$ cat src/rtl/ov7670_pkg.sv
// Shared definitions for the OV7670 / AL422B frame FIFO write and read controllers.
// Latency: n/a (types, constants and a width helper only).
// Backpressure: n/a.
package ov7670_pkg;

   localparam int DEF_H_PIX   = 320;
   localparam int DEF_V_LINES = 240;

   // RGB565 field widths; the first FIFO byte carries R and the top of G.
   localparam int R_W = 5;
   localparam int G_W = 6;
   localparam int B_W = 5;

   typedef struct packed {
      logic [R_W-1:0] r;
      logic [G_W-1:0] g;
      logic [B_W-1:0] b;
   } rgb565_t;

   // Read/write sequencer state encoding (kept as plain constants so older
   // code that compares raw state vectors keeps working).
   localparam logic [2:0] ST_IDLE  = 3'd0;
   localparam logic [2:0] ST_RRST  = 3'd1;
   localparam logic [2:0] ST_PRIME = 3'd2;
   localparam logic [2:0] ST_RD_HI = 3'd3;
   localparam logic [2:0] ST_RD_LO = 3'd4;
   localparam logic [2:0] ST_PUSH  = 3'd5;
   localparam logic [2:0] ST_DONE  = 3'd6;

   // Counter width for a count of n values; never returns 0.
   function automatic int cnt_w(input int n);
      return (n > 1) ? $clog2(n) : 1;
   endfunction

endpackage

$ cat src/rtl/ov7670_fifo_reader_if.sv
// Bundles the FIFO-read pins, the frame handshake and the pixel stream.
// Latency: n/a (wiring only).
// Backpressure: PIX_VALID/PIX_READY on the pixel stream.
// master = the reader; slave = FIFO, write controller and pixel sink side.
interface ov7670_fifo_reader_if;
   import ov7670_pkg::*;

   logic       WR_FRAME;
   logic       R_IDLE;
   logic       OV_RRST;
   logic       OV_OE;
   logic       OV_RCLK;
   logic [7:0] OV_DATA;
   rgb565_t    PIX_DATA;
   logic       PIX_VALID;
   logic       PIX_READY;
   logic       PIX_SOF;
   logic       PIX_EOL;
   logic       FRAME_DONE;

   modport master (
      input  WR_FRAME, OV_DATA, PIX_READY,
      output R_IDLE, OV_RRST, OV_OE, OV_RCLK,
      output PIX_DATA, PIX_VALID, PIX_SOF, PIX_EOL, FRAME_DONE
   );

   modport slave (
      output WR_FRAME, OV_DATA, PIX_READY,
      input  R_IDLE, OV_RRST, OV_OE, OV_RCLK,
      input  PIX_DATA, PIX_VALID, PIX_SOF, PIX_EOL, FRAME_DONE
   );

endinterface

$ cat src/rtl/ov7670_rclk_gen.sv
// FIFO read-clock generator: OV_RCLK = SYS_CLK / (2*RCLK_HALF) while enabled.
// Latency: first rising edge RCLK_HALF cycles after en rises; strobe on the last cycle of each period.
// Backpressure: dropping en parks the clock low and restarts the half-period count.
// Ports: SYS_CLK/RST, en (run), rclk (OV_RCLK), rd_strobe (cycle in which rclk goes 1->0).
module ov7670_rclk_gen
   import ov7670_pkg::*;
#(
   parameter int RCLK_HALF = 2
) (
   input  logic SYS_CLK,
   input  logic RST,
   input  logic en,
   output logic rclk,
   output logic rd_strobe
);

   localparam int HW = cnt_w(RCLK_HALF);

   logic [HW-1:0] hcnt;
   logic          half_end;

   assign half_end  = en && (hcnt == HW'(RCLK_HALF - 1));
   // Falling edge of rclk: FIFO data launched on the rising edge is settled.
   assign rd_strobe = half_end && rclk;

   always_ff @(posedge SYS_CLK or posedge RST) begin
      if (RST) begin
         hcnt <= '0;
         rclk <= 1'b0;
      end else if (!en) begin
         hcnt <= '0;
         rclk <= 1'b0;
      end else if (half_end) begin
         hcnt <= '0;
         rclk <= ~rclk;
      end else begin
         hcnt <= hcnt + 1'b1;
      end
   end

endmodule

$ cat src/rtl/ov7670_fifo_reader.sv
// AL422B read sequencer: on a WR_FRAME rise, resets the read pointer and streams H_PIX*V_LINES RGB565 pixels.
// Latency: RRST_CYCLES+1 read-clock periods to the first byte, then 4*RCLK_HALF+1 cycles per pixel.
// Backpressure: PIX_VALID holds with stable data while PIX_READY is low; OV_RCLK stays parked low.
// Ports: SYS_CLK, RST (async, active high), bus (ov7670_fifo_reader_if.master):
//   WR_FRAME in, R_IDLE out, OV_RRST/OV_OE/OV_RCLK out, OV_DATA in,
//   PIX_DATA/PIX_VALID/PIX_SOF/PIX_EOL out, PIX_READY in, FRAME_DONE out.
module ov7670_fifo_reader
   import ov7670_pkg::*;
#(
   parameter int H_PIX       = DEF_H_PIX,
   parameter int V_LINES     = DEF_V_LINES,
   parameter int RRST_CYCLES = 4,
   parameter int RCLK_HALF   = 2
) (
   input logic                        SYS_CLK,
   input logic                        RST,
   ov7670_fifo_reader_if.master       bus
);

   localparam int XW = cnt_w(H_PIX);
   localparam int YW = cnt_w(V_LINES);
   localparam int RW = cnt_w(RRST_CYCLES);

   logic [2:0]    state;
   logic          wr_frame_q;
   logic [XW-1:0] x;
   logic [YW-1:0] y;
   logic [RW-1:0] rrst_cnt;

   logic          r_idle_q;
   logic          rrst_n_q;
   logic          oe_n_q;
   logic          vld_q;
   logic          done_q;
   rgb565_t       pix_q;

   logic          start;
   logic          x_last;
   logic          y_last;
   logic          rclk_en;
   logic          rclk;
   logic          rd_strobe;

   assign start   = bus.WR_FRAME && !wr_frame_q;
   assign x_last  = (x == XW'(H_PIX - 1));
   assign y_last  = (y == YW'(V_LINES - 1));
   // The read clock only runs while the FIFO pointer is meant to move.
   assign rclk_en = (state == ST_RRST) || (state == ST_PRIME) ||
                    (state == ST_RD_HI) || (state == ST_RD_LO);

   ov7670_rclk_gen #(
      .RCLK_HALF (RCLK_HALF)
   ) u_rclk_gen (
      .SYS_CLK   (SYS_CLK),
      .RST       (RST),
      .en        (rclk_en),
      .rclk      (rclk),
      .rd_strobe (rd_strobe)
   );

   always_ff @(posedge SYS_CLK or posedge RST) begin
      if (RST) begin
         state      <= ST_IDLE;
         wr_frame_q <= 1'b0;
         x          <= '0;
         y          <= '0;
         rrst_cnt   <= '0;
         r_idle_q   <= 1'b1;
         rrst_n_q   <= 1'b1;
         oe_n_q     <= 1'b1;
         vld_q      <= 1'b0;
         done_q     <= 1'b0;
         pix_q      <= '0;
      end else begin
         wr_frame_q <= bus.WR_FRAME;
         case (state)
            ST_IDLE: begin
               if (start) begin
                  state    <= ST_RRST;
                  r_idle_q <= 1'b0;
                  rrst_n_q <= 1'b0;
               end
            end
            // Hold the read-pointer reset across whole read-clock periods.
            ST_RRST: begin
               if (rd_strobe) begin
                  if (rrst_cnt == RW'(RRST_CYCLES - 1)) begin
                     rrst_cnt <= '0;
                     rrst_n_q <= 1'b1;
                     oe_n_q   <= 1'b0;
                     state    <= ST_PRIME;
                  end else begin
                     rrst_cnt <= rrst_cnt + 1'b1;
                  end
               end
            end
            // One throw-away period covers the AL422B output pipeline.
            ST_PRIME: begin
               if (rd_strobe) begin
                  state <= ST_RD_HI;
               end
            end
            ST_RD_HI: begin
               if (rd_strobe) begin
                  pix_q[15:8] <= bus.OV_DATA;
                  state       <= ST_RD_LO;
               end
            end
            ST_RD_LO: begin
               if (rd_strobe) begin
                  pix_q[7:0] <= bus.OV_DATA;
                  vld_q      <= 1'b1;
                  state      <= ST_PUSH;
               end
            end
            // x/y only move on acceptance, so SOF/EOL stay stable with the data.
            ST_PUSH: begin
               if (bus.PIX_READY) begin
                  vld_q <= 1'b0;
                  if (x_last) begin
                     x <= '0;
                     if (y_last) begin
                        y      <= '0;
                        oe_n_q <= 1'b1;
                        done_q <= 1'b1;
                        state  <= ST_DONE;
                     end else begin
                        y     <= y + 1'b1;
                        state <= ST_RD_HI;
                     end
                  end else begin
                     x     <= x + 1'b1;
                     state <= ST_RD_HI;
                  end
               end
            end
            ST_DONE: begin
               done_q   <= 1'b0;
               r_idle_q <= 1'b1;
               state    <= ST_IDLE;
            end
            default: begin
               state <= ST_IDLE;
            end
         endcase
      end
   end

   assign bus.R_IDLE     = r_idle_q;
   assign bus.OV_RRST    = rrst_n_q;
   assign bus.OV_OE      = oe_n_q;
   assign bus.OV_RCLK    = rclk;
   assign bus.PIX_DATA   = pix_q;
   assign bus.PIX_VALID  = vld_q;
   assign bus.PIX_SOF    = vld_q && (x == '0) && (y == '0);
   assign bus.PIX_EOL    = vld_q && x_last;
   assign bus.FRAME_DONE = done_q;

endmodule

$ cat src/flat_wrapper.sv
// flat-port wrapper written by rule: the top's interface ports become plain ports
module ov7670_fifo_reader_flat import ov7670_pkg::*;
#(
   parameter int H_PIX       = DEF_H_PIX,
   parameter int V_LINES     = DEF_V_LINES,
   parameter int RRST_CYCLES = 4,
   parameter int RCLK_HALF   = 2
)
  (SYS_CLK, RST, bus_WR_FRAME, bus_OV_DATA, bus_PIX_READY, bus_R_IDLE, bus_OV_RRST, bus_OV_OE, bus_OV_RCLK, bus_PIX_DATA, bus_PIX_VALID, bus_PIX_SOF, bus_PIX_EOL, bus_FRAME_DONE);
  ov7670_fifo_reader_if bus_i ();
  input logic SYS_CLK;
  input logic RST;
  input wire logic [$bits(bus_i.WR_FRAME)-1:0] bus_WR_FRAME;
  input wire logic [$bits(bus_i.OV_DATA)-1:0] bus_OV_DATA;
  input wire logic [$bits(bus_i.PIX_READY)-1:0] bus_PIX_READY;
  output wire logic [$bits(bus_i.R_IDLE)-1:0] bus_R_IDLE;
  output wire logic [$bits(bus_i.OV_RRST)-1:0] bus_OV_RRST;
  output wire logic [$bits(bus_i.OV_OE)-1:0] bus_OV_OE;
  output wire logic [$bits(bus_i.OV_RCLK)-1:0] bus_OV_RCLK;
  output wire logic [$bits(bus_i.PIX_DATA)-1:0] bus_PIX_DATA;
  output wire logic [$bits(bus_i.PIX_VALID)-1:0] bus_PIX_VALID;
  output wire logic [$bits(bus_i.PIX_SOF)-1:0] bus_PIX_SOF;
  output wire logic [$bits(bus_i.PIX_EOL)-1:0] bus_PIX_EOL;
  output wire logic [$bits(bus_i.FRAME_DONE)-1:0] bus_FRAME_DONE;
  assign bus_i.WR_FRAME = bus_WR_FRAME;
  assign bus_i.OV_DATA = bus_OV_DATA;
  assign bus_i.PIX_READY = bus_PIX_READY;
  assign bus_R_IDLE = bus_i.R_IDLE;
  assign bus_OV_RRST = bus_i.OV_RRST;
  assign bus_OV_OE = bus_i.OV_OE;
  assign bus_OV_RCLK = bus_i.OV_RCLK;
  assign bus_PIX_DATA = bus_i.PIX_DATA;
  assign bus_PIX_VALID = bus_i.PIX_VALID;
  assign bus_PIX_SOF = bus_i.PIX_SOF;
  assign bus_PIX_EOL = bus_i.PIX_EOL;
  assign bus_FRAME_DONE = bus_i.FRAME_DONE;
  ov7670_fifo_reader #(.H_PIX(H_PIX), .V_LINES(V_LINES), .RRST_CYCLES(RRST_CYCLES), .RCLK_HALF(RCLK_HALF)) u_core (.SYS_CLK(SYS_CLK), .RST(RST), .bus(bus_i));
endmodule
$ cat config.mk
export PLATFORM = sky130hd
export DESIGN_NAME = ov7670_fifo_reader_flat
export DESIGN_NICKNAME = d
export VERILOG_FILES = /design/src/rtl/ov7670_pkg.sv /design/src/rtl/ov7670_fifo_reader_if.sv /design/src/rtl/ov7670_rclk_gen.sv /design/src/rtl/ov7670_fifo_reader.sv /design/src/flat_wrapper.sv
export SDC_FILE = /design/constraint.sdc
export NUM_CORES = 1
export LEC_CHECK = 0
export ABC_CLOCK_PERIOD_IN_PS = 3100
export BUFFER_PORTS_ARGS = -buffer_cell sky130_fd_sc_hd__buf_2
export CORE_ASPECT_RATIO = 1.2
export CORE_MARGIN = 2
export CORE_UTILIZATION = 25
export DETAILED_ROUTE_END_ITERATION = 10
export HOLD_SLACK_MARGIN = 0.15
export SETUP_SLACK_MARGIN = 0.4
export SYNTH_ARGS = -nofsm -noshare
export SYNTH_HDL_FRONTEND = slang
export SYNTH_SLANG_ARGS = --single-unit
$ cat constraint.sdc
create_clock -name SYS_CLK -period 3.1 [get_ports SYS_CLK]
set_input_delay 0.155 -clock SYS_CLK [delete_from_list [all_inputs] [get_ports SYS_CLK]]
set_output_delay 0.155 -clock SYS_CLK [all_outputs]
set_load 0.005 [all_outputs]
* Word-level counts from Yosys, hierarchy flattened
Cells that the tools add are included.
Cells by class: add/sub/neg operators 4, equality and inequality tests 19, mux-type cells 32, bitwise logic cells 1, reductions and logical operators 29
Operators with widths (number):
- 3-bit two-way mux | 9
- 3-bit one-hot mux with 6 select lines | 1
- 2-bit by 1-bit inequality test with 1-bit output, second input constant | 8
- 1-bit two-way mux | 14
- 1-bit one-hot mux with 2 select lines | 5
- 2-bit AND reduction | 5
- 2-bit nonzero test | 5
- 9-bit by 1-bit adder with 9-bit output, second input constant | 1
- 3-bit equality test, second input constant | 3
- 9-bit equality test, second input constant | 1
- 9-bit logical NOT | 1
- 9-bit two-way mux | 1
- 8-bit by 1-bit adder with 8-bit output, second input constant | 1
- 8-bit equality test, second input constant | 1
- 8-bit logical NOT | 1
- 8-bit two-way mux | 1
- 4-bit AND reduction | 2
- 7-bit AND reduction | 1
- 3-bit by 2-bit equality test with 1-bit output, second input constant | 2
- 1-bit logical AND | 6
- 3-bit AND reduction | 2
- 6-bit AND reduction | 1
- 2-bit inequality test, second input constant | 2
- 3-bit by 1-bit equality test with 1-bit output, second input constant | 1
- 8 further kinds | 10
Storage, ports and cells: register bits 46, input port bits 12, output and inout port bits 24, word-level logic and storage cells 101

* Logic depth before layout (Yosys ltp)
depth in word-level cells 8, gate-level depth with buffers 6, gate-level depth less buffers 5

* Cells and area by module
A second synthesis with hierarchy kept.
Unflattened totals: cell total of the unflattened synthesis 200, area total of the unflattened synthesis 2238.4 sq um
Modules (own cells, without submodules):
- ov7670_fifo_reader | instances 1, cells an instance 193, area each 2153.3 sq um, sequential area each 1104.8 sq um
- ov7670_rclk_gen | instances 1, cells an instance 7, area each 85.1 sq um, sequential area each 50.0 sq um

* Worst setup path after synthesis
Ideal clock, no wire load.
kind register to register, start register u_core.x[6], end register u_core.y[0], setup time 0.074 ns, arrival time 1.866 ns, required time 3.026 ns, setup slack 1.160 ns, cell stages (with the launch flop) 7, buffers on the path 2, period minus slack after synthesis 1.940 ns, path through dfrtp_1 buf_6 or3b_1 or4_1 buf_2 or3_1 o21ai_2
On the way: longest elaborated chain between the ends 2
RTL lines:
- start, declared | line ov7670_fifo_reader.sv:26 | logic [XW-1:0] x;
- start signal, assigned | line ov7670_fifo_reader.sv:132 | x <= x + 1'b1;
- 9-bit equality test | line ov7670_fifo_reader.sv:45 | assign x_last = (x == XW'(H_PIX - 1));
- 3-bit AND reduction (no source line)
- end signal, assigned | line ov7670_fifo_reader.sv:128 | y <= y + 1'b1;
- end, declared | line ov7670_fifo_reader.sv:27 | logic [YW-1:0] y;
Every way passes these cells. A chain may end at the register's enable or synchronous reset.

* Worst setup path in the final report
start register u_core.x[7], end output bus_PIX_EOL
On the way: longest elaborated chain between the ends 2
RTL lines:
- 9-bit equality test | line ov7670_fifo_reader.sv:45
- 1-bit logical AND | line ov7670_fifo_reader.sv:156 | assign bus.PIX_EOL = vld_q && x_last;
- end, declared | line flat_wrapper.sv:23 | output wire logic [$bits(bus_i.PIX_EOL)-1:0] bus_PIX_EOL;
Every way passes these cells.

==> reports/qor.log <==
INFO  status         outcome=complete, no violations
INFO  route          finalWirelength=4430um
INFO  route          detail_route.iter0.violations=25
INFO  clock_network  cts.sinks=46
INFO  min_path       holdPathStages=4
INFO  clock_network  numCtsBuffers=5
INFO  run            cap_violations=0
INFO  global_route   grt_util_all_layers=10.4%
INFO  route          route.antenna.remaining_nets=0
INFO  sta            unrepaired_setup_endpoints_after_global_routing=false
INFO  sta            setup_viol=0
INFO  worst_setup_path crit_reg_reg_startpoint=u_core.state[1]$_DFFE_PP0P_
INFO  sta            max_freq=458MHz
INFO  placement      dp_worst_setup_slack=1060ps
INFO  floorplan      rows=36
INFO  worst_setup_path regToRegSetupSlack=1020ps
INFO  power_and_ir_drop total_leakage_power=0.00125uW
INFO  floorplan      number_of_top_level_pins=36
INFO  synthesis      synth_top_flop_cell=sky130_fd_sc_hd__dfrtp_1
INFO  floorplan      initial_utilization=26.0%
INFO  worst_setup_path r2r-end=u_core.y[0]$_DFFE_PP0P_
INFO  power_and_ir_drop power_density=685nW/um^2
INFO  sta            timing.final.hold_violations=0
INFO  finish         layout-drive-gt1-share=28.8%
INFO  sta            period_share=70.5%
INFO  sta            worst_pin_slew=931ps
INFO  sta            hold_slack=264ps
INFO  min_path       min_from=bus_PIX_READY
INFO  route          dr.pass1.iters=4
INFO  clock_network  clock_tree.root_cell=sky130_fd_sc_hd__clkbuf_8
INFO  sta            final.setup_skew=9.11ps
INFO  placement      io_buffers=35
INFO  synthesis      synth_area_per_cell=11.1um^2
INFO  synthesis      synthDistinctLibCells=43
INFO  finish         number_of_nets_in_the_layout=259
INFO  worst_setup_path worstPathMaxFanout=7
INFO  worst_setup_path timing.critical_path.to_type=primary output
INFO  floorplan      die-width=88.4um
INFO  worst_setup_path reg2reg_depth=4
INFO  worst_setup_path startpoint_type=flop
INFO  global_route   grt_pass1_vias=1,660
INFO  min_path       hold-path-endpoint=u_core.state[2]$_DFFE_PP0P_
INFO  finish         growth_of_design_area_from_synthesis_to_finish=24.3%
INFO  placement      placed_cells_incl_taps=339
INFO  worst_setup_path worst-endpoint-arrival=2030ps
INFO  synthesis      synth-edff-count=0
INFO  sta            finalWorstPathRequiredPeriod=2180ps
INFO  clock_network  cts.repair_timing.setup_buffer_count=0
INFO  route          drc=0
INFO  clock_network  cts_buffer_depth=2
INFO  clock_network  cts_tree=built
INFO  global_route   grt_pass1_wl=7750um
INFO  floorplan      floorplan.die.height=105um
INFO  global_route   grt_remaining_overflow=0
INFO  clock_network  h-tree-depth=2
INFO  worst_setup_path critPathRequiredTime=2940ps
INFO  synthesis      synth.net_count=210
INFO  route          drt-wirelength-per-cell=12.4um
INFO  sta            slew_viol_final=0
INFO  sta            fin_setup_tns=0ps
INFO  clock_network  clk_transition_reported_paths=90ps
INFO  placement      detailedPlacementHpwl=3110um
INFO  power_and_ir_drop max-vdd-ir-drop=0.000388V
INFO  synthesis      synth_cells=193
INFO  synthesis      postSynth.asyncResetShare=100%
INFO  floorplan      core-area=8200um^2
INFO  synthesis      sequential_element_share_of_the_synthesized_area=54.1%
INFO  route          detailroute.via_count=1,589
INFO  synthesis      synth.ff_latch_count=46
INFO  floorplan      floorplan_die_area=9300um^2
INFO  global_route   grt_max_degree=47
INFO  sta            worst_slew_margin_rel=37.9%
INFO  finish         final_cells=357
INFO  sta            fin_ws=916ps
INFO  power_and_ir_drop report.power.total=1820uW
INFO  finish         num-fill-cells=875
INFO  worst_setup_path criticalPathCategory=reg -> out
INFO  finish         n_antenna_cell=0
INFO  route          detail_route.vias_per_cell=4.45
INFO  global_route   antenna_violations_before_repair=0
INFO  min_path       min-delay-path-class=in -> reg
INFO  placement      place.gp.congestion=0.794
INFO  synthesis      yosysWarnings=0
INFO  clock_network  insertion_delay=300ps
INFO  synthesis      mapped_cell_area=2130um^2
## kinds of logic (layout without fill, tap and decap cells)
| family | count (synthesis) | after routing | synth area share, % |
|---|---|---|---|
| AND/OR/NAND/NOR | 69 | 69 | 17.2 |
| buffers and inverters | 13 | 63 | 2.81 |
| multiplexers | 20 | 20 | 10.4 |
| adder cells (fa/ha/maj) | 5 | 5 | 2.93 |
| flip-flops | 46 | 46 | 54.1 |
| XOR/XNOR | 7 | 7 | 2.87 |
| AO/OA/AOI/OAI | 33 | 33 | 9.61 |
## stage by stage
| step | instance area [um^2] | util (%) |
|---|---|---|
| global placement | 2440 | 29.8 |
| floorplan | 2130 | - |
| detailed placement | 2440 | 29.8 |
| finish | 2650 | 32.4 |
| global route | 2650 | 32.4 |
| CTS | 2650 | 32.4 |
## Yosys cell counts, types with 3 or more instances
cell type / instances / share of area [%]
sky130_fd_sc_hd__xnor2_1: 5 / 2.1
sky130_fd_sc_hd__nand3_1: 7 / 1.6
sky130_fd_sc_hd__nand2_1: 17 / 3.0
sky130_fd_sc_hd__a21o_1: 4 / 1.4
sky130_fd_sc_hd__dfstp_2: 3 / 3.7
sky130_fd_sc_hd__mux2_2: 18 / 9.5
sky130_fd_sc_hd__a21oi_1: 8 / 1.9
sky130_fd_sc_hd__nor4_1: 4 / 1.2
sky130_fd_sc_hd__ha_1: 5 / 2.9
sky130_fd_sc_hd__nor3b_1: 3 / 1.1
sky130_fd_sc_hd__inv_1: 7 / 1.2
sky130_fd_sc_hd__nor3_1: 4 / 0.94
sky130_fd_sc_hd__dfrtp_1: 43 / 50
sky130_fd_sc_hd__nor2_1: 14 / 2.5
sky130_fd_sc_hd__o21ai_0: 11 / 2.6
sky130_fd_sc_hd__buf_2: 3 / 0.70
## worst max path at each step
stage                                 from                 endpoint  cells past startpoint
6_report           u_core.x[7]$_DFFE_PP0P_              bus_PIX_EOL                      4
3_5_place_dp   u_core.state[1]$_DFFE_PP0P_  u_core.y[0]$_DFFE_PP0P_                      4
4_1_cts            u_core.x[7]$_DFFE_PP0P_              bus_PIX_EOL                      4
2_1_floorplan      u_core.x[6]$_DFFE_PP0P_  u_core.y[0]$_DFFE_PP0P_                      6
3_3_place_gp   u_core.state[1]$_DFFE_PP0P_  u_core.y[0]$_DFFE_PP0P_                      4
5_1_grt            u_core.x[7]$_DFFE_PP0P_              bus_PIX_EOL                      4
## flip-flops by register name (all words and copies together) (netlist names)
name,flops
u_core.u_rclk_gen.hcnt,1
u_core.bus.PIX_DATA,16
u_core.y,8
u_core.bus.OV_RRST,1
u_core.wr_frame_q,1
u_core.rrst_cnt,2
u_core.u_rclk_gen.rclk,1
u_core.bus.OV_OE,1
u_core.bus.R_IDLE,1
u_core.bus.FRAME_DONE,1
u_core.bus.PIX_VALID,1
u_core.x,9
u_core.state,3
## report_power, final
part           internal, uW  switching, uW  total [uW]
Sequential              760            132         892
Clock                   242            212         454
Combinational           258            214         472
Total                  1260            558        1820
## layout by cell type, fill, tap and decap left out, drive strengths merged, types with 2 or more instances in the layout
| cell type | synthesis | final |
|---|---|---|
| inv | 7 | 8 |
| or3 | 2 | 2 |
| nand4 | 2 | 2 |
| a21o | 4 | 4 |
| dfstp | 3 | 3 |
| nand3 | 7 | 7 |
| xor2 | 2 | 2 |
| mux2 | 18 | 18 |
| and3 | 2 | 2 |
| xnor2 | 5 | 5 |
| nand3b | 2 | 2 |
| buf | 4 | 38 |
| nor3 | 5 | 5 |
| mux2i | 2 | 2 |
| ha | 5 | 5 |
| o21ai | 12 | 12 |
| nor2 | 14 | 14 |
| dlygate4sd3 | 0 | 10 |
| nand4b | 2 | 2 |
| dfrtp | 43 | 43 |
| nor3b | 3 | 3 |
| nand2b | 2 | 2 |
| clkbuf | 2 | 5 |
| nand2 | 17 | 17 |
| a21oi | 8 | 8 |
| o31ai | 2 | 2 |
| nor4 | 4 | 4 |
## per-layer routing
metal | global-route usage [%] | wire [um] | part of all wire, %
met1 | 12.9 | 1950 | 44
met2 | 17.5 | 2230 | 50
met3 | 2.51 | 166 | 3.7
met4 | 3.57 | 78 | 1.8
met5 | 0 | 0 | 0
## what timing repair did
action                     4_1_cts  5_1_grt
setup endpoints to repair        0        0
hold endpoints to repair        60        0
hold buffers                    10        0
gates resized for setup          0        0
## critical path, stage by stage, from the launching register on
cell,delay (ps)
sky130_fd_sc_hd__dfrtp_1,450
sky130_fd_sc_hd__or3b_1,410
sky130_fd_sc_hd__nor3_1,550
sky130_fd_sc_hd__and2_1,210
sky130_fd_sc_hd__buf_2,110
## cell type report
cell class,instances,area (um^2),share of cell area (%)
Timing Repair Buffer,48,298,11.2
Inverter,7,26.3,0.990
Clock buffer,5,68.8,2.59
Sequential cell,46,1150,43.5
Tap cell,114,143,5.37
Multi-Input combinational cell,134,920,34.7
Clock inverter,3,43.8,1.65
No activity file was read; power rests on OpenSTA's default activity.
